<file path="config.mk">
export PLATFORM = sky130hd
export DESIGN_NAME = mem_port_arbiter
export DESIGN_NICKNAME = d
export VERILOG_FILES = /design/src/rtl/mem_port_arbiter.sv
export SDC_FILE = /design/constraint.sdc
export NUM_CORES = 1
export LEC_CHECK = 0
export ABC_AREA = 1
export CORE_ASPECT_RATIO = 1.2
export CORE_MARGIN = 2
export CORE_UTILIZATION = 44
export CTS_CLUSTER_DIAMETER = 50
export DETAILED_ROUTE_END_ITERATION = 7
export PLACE_DENSITY = 0.86
export SLEW_MARGIN = 20
export SYNTH_ARGS = -nofsm -noshare
export SYNTH_HDL_FRONTEND = slang
export SYNTH_SLANG_ARGS = --single-unit
</file>
<file path="constraint.sdc">
create_clock -name CLK -period 2.2 [get_ports CLK]
set_input_delay 0.33 -clock CLK [delete_from_list [all_inputs] [get_ports CLK]]
set_output_delay 0.33 -clock CLK [all_outputs]
set_load 0.01 [all_outputs]
</file>
<file path="src/rtl/mem_port_arbiter.sv">
// Shares one registered memory port between IF fetches and MEM loads/stores.
// Latency: request seen at t -> mem_req at t+1; mem_ready at k -> ready pulse at k+1, idle at k+2.
// Backpressure: requesters hold their request and see i_stall/d_stall until their ready pulse.
module mem_port_arbiter #(
    parameter int ADDR_W     = 32,
    parameter int DATA_W     = 32,
    parameter int STARVE_MAX = 4
) (
    input  logic                CLK,
    input  logic                RESET,
    input  logic                i_req,
    input  logic [ADDR_W-1:0]   i_addr,
    input  logic                i_kill,
    output logic                i_ready,
    output logic [DATA_W-1:0]   i_rdata,
    output logic                i_stall,
    input  logic                d_req,
    input  logic                d_we,
    input  logic [ADDR_W-1:0]   d_addr,
    input  logic [DATA_W-1:0]   d_wdata,
    input  logic [DATA_W/8-1:0] d_be,
    output logic                d_ready,
    output logic [DATA_W-1:0]   d_rdata,
    output logic                d_stall,
    output logic                mem_req,
    output logic                mem_we,
    output logic [ADDR_W-1:0]   mem_addr,
    output logic [DATA_W-1:0]   mem_wdata,
    output logic [DATA_W/8-1:0] mem_be,
    input  logic                mem_ready,
    input  logic [DATA_W-1:0]   mem_rdata,
    output logic                err
);

    localparam int SW = $clog2(STARVE_MAX + 1);

    typedef enum logic [1:0] {IDLE, BUSY_I, BUSY_D, DONE} state_t;

    state_t        state;
    logic [SW-1:0] starve_cnt;
    logic          kill_flag;
    logic          fetch_ok;
    logic          starved;
    logic          grant_i;
    logic          grant_d;

    assign fetch_ok = i_req & ~i_kill;
    assign starved  = (starve_cnt == SW'(STARVE_MAX));
    assign grant_i  = fetch_ok & (~d_req | starved);
    assign grant_d  = d_req & ~grant_i;

    assign i_stall = i_req & ~i_ready;
    assign d_stall = d_req & ~d_ready;

    always_ff @(posedge CLK) begin
        if (RESET) begin
            state      <= IDLE;
            starve_cnt <= '0;
            kill_flag  <= 1'b0;
            i_ready    <= 1'b0;
            d_ready    <= 1'b0;
            i_rdata    <= '0;
            d_rdata    <= '0;
            mem_req    <= 1'b0;
            mem_we     <= 1'b0;
            mem_addr   <= '0;
            mem_wdata  <= '0;
            mem_be     <= '0;
            err        <= 1'b0;
        end else begin
            i_ready <= 1'b0;
            d_ready <= 1'b0;
            if (mem_ready && (state == IDLE || state == DONE))
                err <= 1'b1;

            unique case (state)
                IDLE: begin
                    // A data grant with a live fetch implies starved is low, so this saturates.
                    if (!i_req || grant_i)
                        starve_cnt <= '0;
                    else if (grant_d && fetch_ok)
                        starve_cnt <= starve_cnt + SW'(1);

                    if (grant_i) begin
                        state    <= BUSY_I;
                        mem_req  <= 1'b1;
                        mem_we   <= 1'b0;
                        mem_addr <= i_addr;
                        mem_be   <= '1;
                    end else if (grant_d) begin
                        state     <= BUSY_D;
                        mem_req   <= 1'b1;
                        mem_we    <= d_we;
                        mem_addr  <= d_addr;
                        mem_wdata <= d_wdata;
                        mem_be    <= d_be;
                    end
                end
                BUSY_I: begin
                    if (mem_ready) begin
                        state     <= DONE;
                        mem_req   <= 1'b0;
                        kill_flag <= 1'b0;
                        if (!(kill_flag || i_kill)) begin
                            i_ready <= 1'b1;
                            i_rdata <= mem_rdata;
                        end
                    end else if (i_kill) begin
                        kill_flag <= 1'b1;
                    end
                end
                BUSY_D: begin
                    if (mem_ready) begin
                        state   <= DONE;
                        mem_req <= 1'b0;
                        d_ready <= 1'b1;
                        if (!mem_we)
                            d_rdata <= mem_rdata;
                    end
                end
                DONE: state <= IDLE;
                default: state <= IDLE;
            endcase
        end
    end

endmodule

</file>
* After elaboration in Yosys (flattened, before gate mapping)
Index checks and enable logic that the tools add are counted. W data, S select, Z words.
Word-level totals: output and inout port bits 139, input port bits 139, word-level logic and storage cells 78, bits in registers 143
Cells by class: multiplexer cells 20, $add $sub $neg 1, eq/ne operators 6, reduce and logical (&&, ||, !) cells 22, bitwise logic cells 16
Operators with widths (count):
- $mux W32 | 2
- $reduce_and A3 Y1 | 4
- $not A1 Y1 | 10
- $mux W1 | 9
- $mux W4 | 2
- $reduce_and A2 Y1 | 4
- $reduce_bool A2 Y1 | 4
- $mux W2 | 3
- $mux W3 | 2
- $pmux W2 S3 | 1
- $and A1 B1 Y1 | 5
- $eq A2 B2 Y1 const B | 2
- $reduce_or A2 Y1 | 2
- $add A3 B1 Y3 const B | 1
- $eq A3 B3 Y1 const B | 1
- $logic_or A1 B1 Y1 | 3
- $ne A3 B3 Y1 const B | 1
- $reduce_or A3 Y1 | 1
- $eq A2 B1 Y1 const B | 1
- $logic_and A1 B1 Y1 | 2
- $logic_not A2 Y1 | 1
- $ne A2 B1 Y1 const B | 1
- $pmux W1 S2 | 1
- $logic_not A1 Y1 | 1
- $or A1 B1 Y1 | 1

* Longest topological paths before layout
Gate-level depths: netlist (run 1).
word-level depth 8, mapped depth 10, mapped depth without buffers 9

* Worst setup path after synthesis (run 1)
OpenSTA, ideal clock, no wires.
path kind register to register, start point reg state[0], end point reg mem_addr[21], clock period less this slack 1.395 ns, slack 0.805 ns, data arrival time 1.286 ns, buffers on the path 2, library setup time 0.109 ns, required time 2.091 ns, cell stages (with the launch flop) 10, cells stage by stage dfxtp_1 > inv_1 > ha_1 > inv_1 > a21oi_2 > buf_4 > buf_6 > nand3_1 > nand2_1 > inv_1
On the way: longest elaborated chain between the ends 2
RTL lines:
- from (decl) | RTL line 39 | state_t state;
- from (signal assigned) | RTL line 57 | state <= IDLE;
- from (signal assigned) | RTL line 85 | state <= BUSY_I;
- from (signal assigned) | RTL line 91 | state <= BUSY_D;
- $logic_not A2 Y1 | RTL line 76 | unique case (state)
- $reduce_and A2 Y1 (no source line)
- to (signal assigned) | RTL line 88 | mem_addr <= i_addr;
- to (signal assigned) | RTL line 94 | mem_addr <= d_addr;
- to (decl) | RTL line 27 | output logic [ADDR_W-1:0] mem_addr,
Every way passes these cells. A chain may end at the register's enable or synchronous reset.

* Final worst setup path (run 1)
start point in d_req, end point out d_stall
On the way: longest elaborated chain between the ends 1
RTL lines:
- from (decl) | RTL line 17 | input logic d_req,
- $and A1 B1 Y1 | RTL line 53 | assign d_stall = d_req & ~d_ready;
- to (decl) | RTL line 24 | output logic d_stall,
Every way passes these cells.

==> results of run 1 <==
## cells in the mapped netlist (all sizes together)
cell type and number:
nor2 209, dfxtp 143, nand2 122, nand3 98
o21ai 71, inv 48, a21oi 44, clkbuf 28
buf 25, ha 7, or2 2, nand3b 1
nor3 1, xor2 1
## tightest hold or removal path, stage by stage
cell and delay (ns):
buf_2 0.11, inv_1 0.14, nand2_1 0.10, nor2_1 0.04
## layer usage
metal,track usage,share of wire
met4,0.0897,0.019
met3,0.104,0.11
met2,0.459,0.48
met5,0,0
met1,0.305,0.40
## flip-flops by register name, indices dropped and copies added, names as in the netlist
name        cells
mem_req         1
mem_we          1
i_rdata        32
d_ready         1
mem_wdata      32
kill_flag       1
i_ready         1
mem_be          4
mem_addr       32
err             1
d_rdata        32
state           2
starve_cnt      3
## power breakdown
| group | switching, W | leakage (nW) | internal (W) | total (W) |
|---|---|---|---|---|
| Clock | 0.00119 | 0.247 | 0.00145 | 0.00264 |
| Combinational | 0.00128 | 2.58 | 0.00126 | 0.00254 |
| Sequential | 0.000202 | 1.17 | 0.00298 | 0.00318 |
| Total | 0.00266 | 4.00 | 0.00570 | 0.00836 |
## final cells by class
type,count,share of cell area
inverter,48,0.0195
sequential,143,0.310
clock buffer,17,0.0461
timing repair buffer,294,0.322
clock inverter,14,0.0119
multi-input combinational,556,0.268
tap,164,0.0223
## kinds of logic (layout without fill, tap and decap cells)
group / Yosys count / after routing / synth area share
AND/OR/NAND/NOR: 433 / 433 / 0.310
flip-flops: 143 / 143 / 0.499
AO/OA/AOI/OAI: 115 / 115 / 0.101
buffers and inverters: 101 / 373 / 0.0729
adder cells (fa/ha/maj): 7 / 7 / 0.0153
XOR/XNOR: 1 / 1 / 0.00153
## final timing paths
check,to,startpoint,cells past startpoint
min,mem_req,RESET,4
max reg2reg,starve_cnt[0],starve_cnt[0],10
min reg2reg,mem_wdata[12],mem_wdata[12],2
max,d_stall,d_req,4
## through the flow
| stage | util | power (W) | hold WS (ns) |
|---|---|---|---|
| after CTS | 0.728 | 0.00841 | 0.353 |
| final | 0.728 | 0.00836 | 0.356 |
| after global placement | 0.686 | 0.00570 | 0.446 |
| after global routing | 0.728 | 0.00879 | 0.384 |
| after floorplan | - | 0.00443 | 0.457 |
| after detailed placement | 0.686 | 0.00576 | 0.453 |
==> flow_summary_export.csv, run 1 <==
group,metric,value,unit
run_status,status,"finished, final reports clean",
cells_and_area,area_delta_synth_final,60.9,%
global_route,antenna_found_initial,0,
critical_path,path_delay_family,"buffers and inverters",
sta,fin_crit,2.02,ns
placement,gp_congestion,0.794,
route,ant_nets,0,
critical_path,slowest_delay,0.59,ns
synth,syn-cell-area,0.00573,mm2
synth,synth_top_area_cell,"dfxtp_1",
route,totalWireLength,18.9,mm
sta,maxSlewHeadroom,0.741,
route,vias,6131,
global_route,grt_overflow,0,
floorplan,core,0.0127,mm2
sta,fmax,495,MHz
sta,setup_tns,0,ns
global_route,grt_pass1_wl,29.7,mm
pwr,p_leak,4.00,nW
critical_path,crit_chain,"clkdlybuf4s50_1 -> inv_1 -> nor2_1 -> clkdlybuf4s50_1",
synth,syn_nets,946,
critical_path,path_max_fanout,4,
route,dr.first_iter.drc_count,471,
clock_tree,clkSinkCount,143,
clock_tree,cts_resized,0,
critical_path,crit_buf_inv,3,
synth,synth_warnings,0,
sta,worstMarginPinSlew,0.389,ns
critical_path,arrival,1.69,ns
sta,setup_viol,0,
floorplan,rows,45,
cells_and_area,diodes,0,
flow_run,max-cap-violations,0,
clock_tree,clk_latency,0.42,ns
critical_path,path_class,"in -> out",
clock_tree,cts_setup_buffers,0,
global_route,grt_max_degree,70,
critical_path,required,1.87,ns
synth,ys_seq_area_frac,0.499,
placement,post_dp_cell_area,0.00869,mm2
floorplan,dieArea,0.0140,mm2
pwr,vdd_ir_drop_max,0.510,mV
worst_hold_path,hold_path_class,"in -> reg",
pwr,powerDensity,907,mW/mm2
sta,final.period_utilization,0.918,
clock_tree,cts_tree,"done",
cells_and_area,fin_nets,1206,
cells_and_area,area.sequential,0.00286,mm2
cells_and_area,fillers,1023,
sta,hold_viol,0,
floorplan,die_w,108,um
floorplan,die_y,129,um
global_route,first_global_vias,5924,
critical_path,cpMostUsedCell,"clkdlybuf4s50_1",
critical_path,start_kind,"input port",
route,drtPass1Iterations,5,
cells_and_area,final_cell_mix,"clkdlybuf4s50_1, nor2_1, dfxtp_1",
clock_tree,numCtsBuffers,17,
cells_and_area,instances_no_fill,1236,
critical_path,rrSetupSlack,0.47,ns
critical_path,crit_slowest_cell,"clkdlybuf4s50_1",
synth,netlist_instances,800,
synth,syn-mean-instance-area,7.16,um2
floorplan,start_util,0.452,
clock_tree,clock_path_buffers,2,
sta,fin_ws,0.180,ns
critical_path,endpoint_kind,"output port",
clock_tree,cts-root-buf,"clkbuf_16",
cells_and_area,multi_input_area,0.00247,mm2
synth,yosys.area.top_type_share,0.499,
clock_tree,htree_levels,4,
placement,place_ws,0.180,ns
route,drc,0,
clock_tree,cts_hold_buffers,0,
sta,skew,0.0136,ns
placement,dp.final_hpwl,12.8,mm
synth,yosysUniqueCellTypes,22,
sta,grt_setup_unrepaired,"no",
sta,slew_violations,0,
floorplan,num_io_pins,278,
placement,place_inst,1205,
route,vias_per_cell,4.96,
cells_and_area,drive_above_1_share,0.0550,
clock_tree,clk_pin_slew,0.06,ns
synth,synth_area_leaders,"dfxtp_1, nor2_1, nand3_1",
route,detail_route.wl_per_cell,15.3,um
synth,ys_ff_latch,143,
cells_and_area,stdcell_area,0.00922,mm2
cells_and_area,final_common_cell,"clkdlybuf4s50_1",
global_route,track_usage,0.268,
placement,port_buffers,277,
(Power assumes the default switching activity.)
==> inputs of run 2 (changes only) <==
- GPL_ROUTABILITY_DRIVEN: unset -> 0
==> results of run 2 <==
Final layout, timing and power as in run 1 (identical DEF).
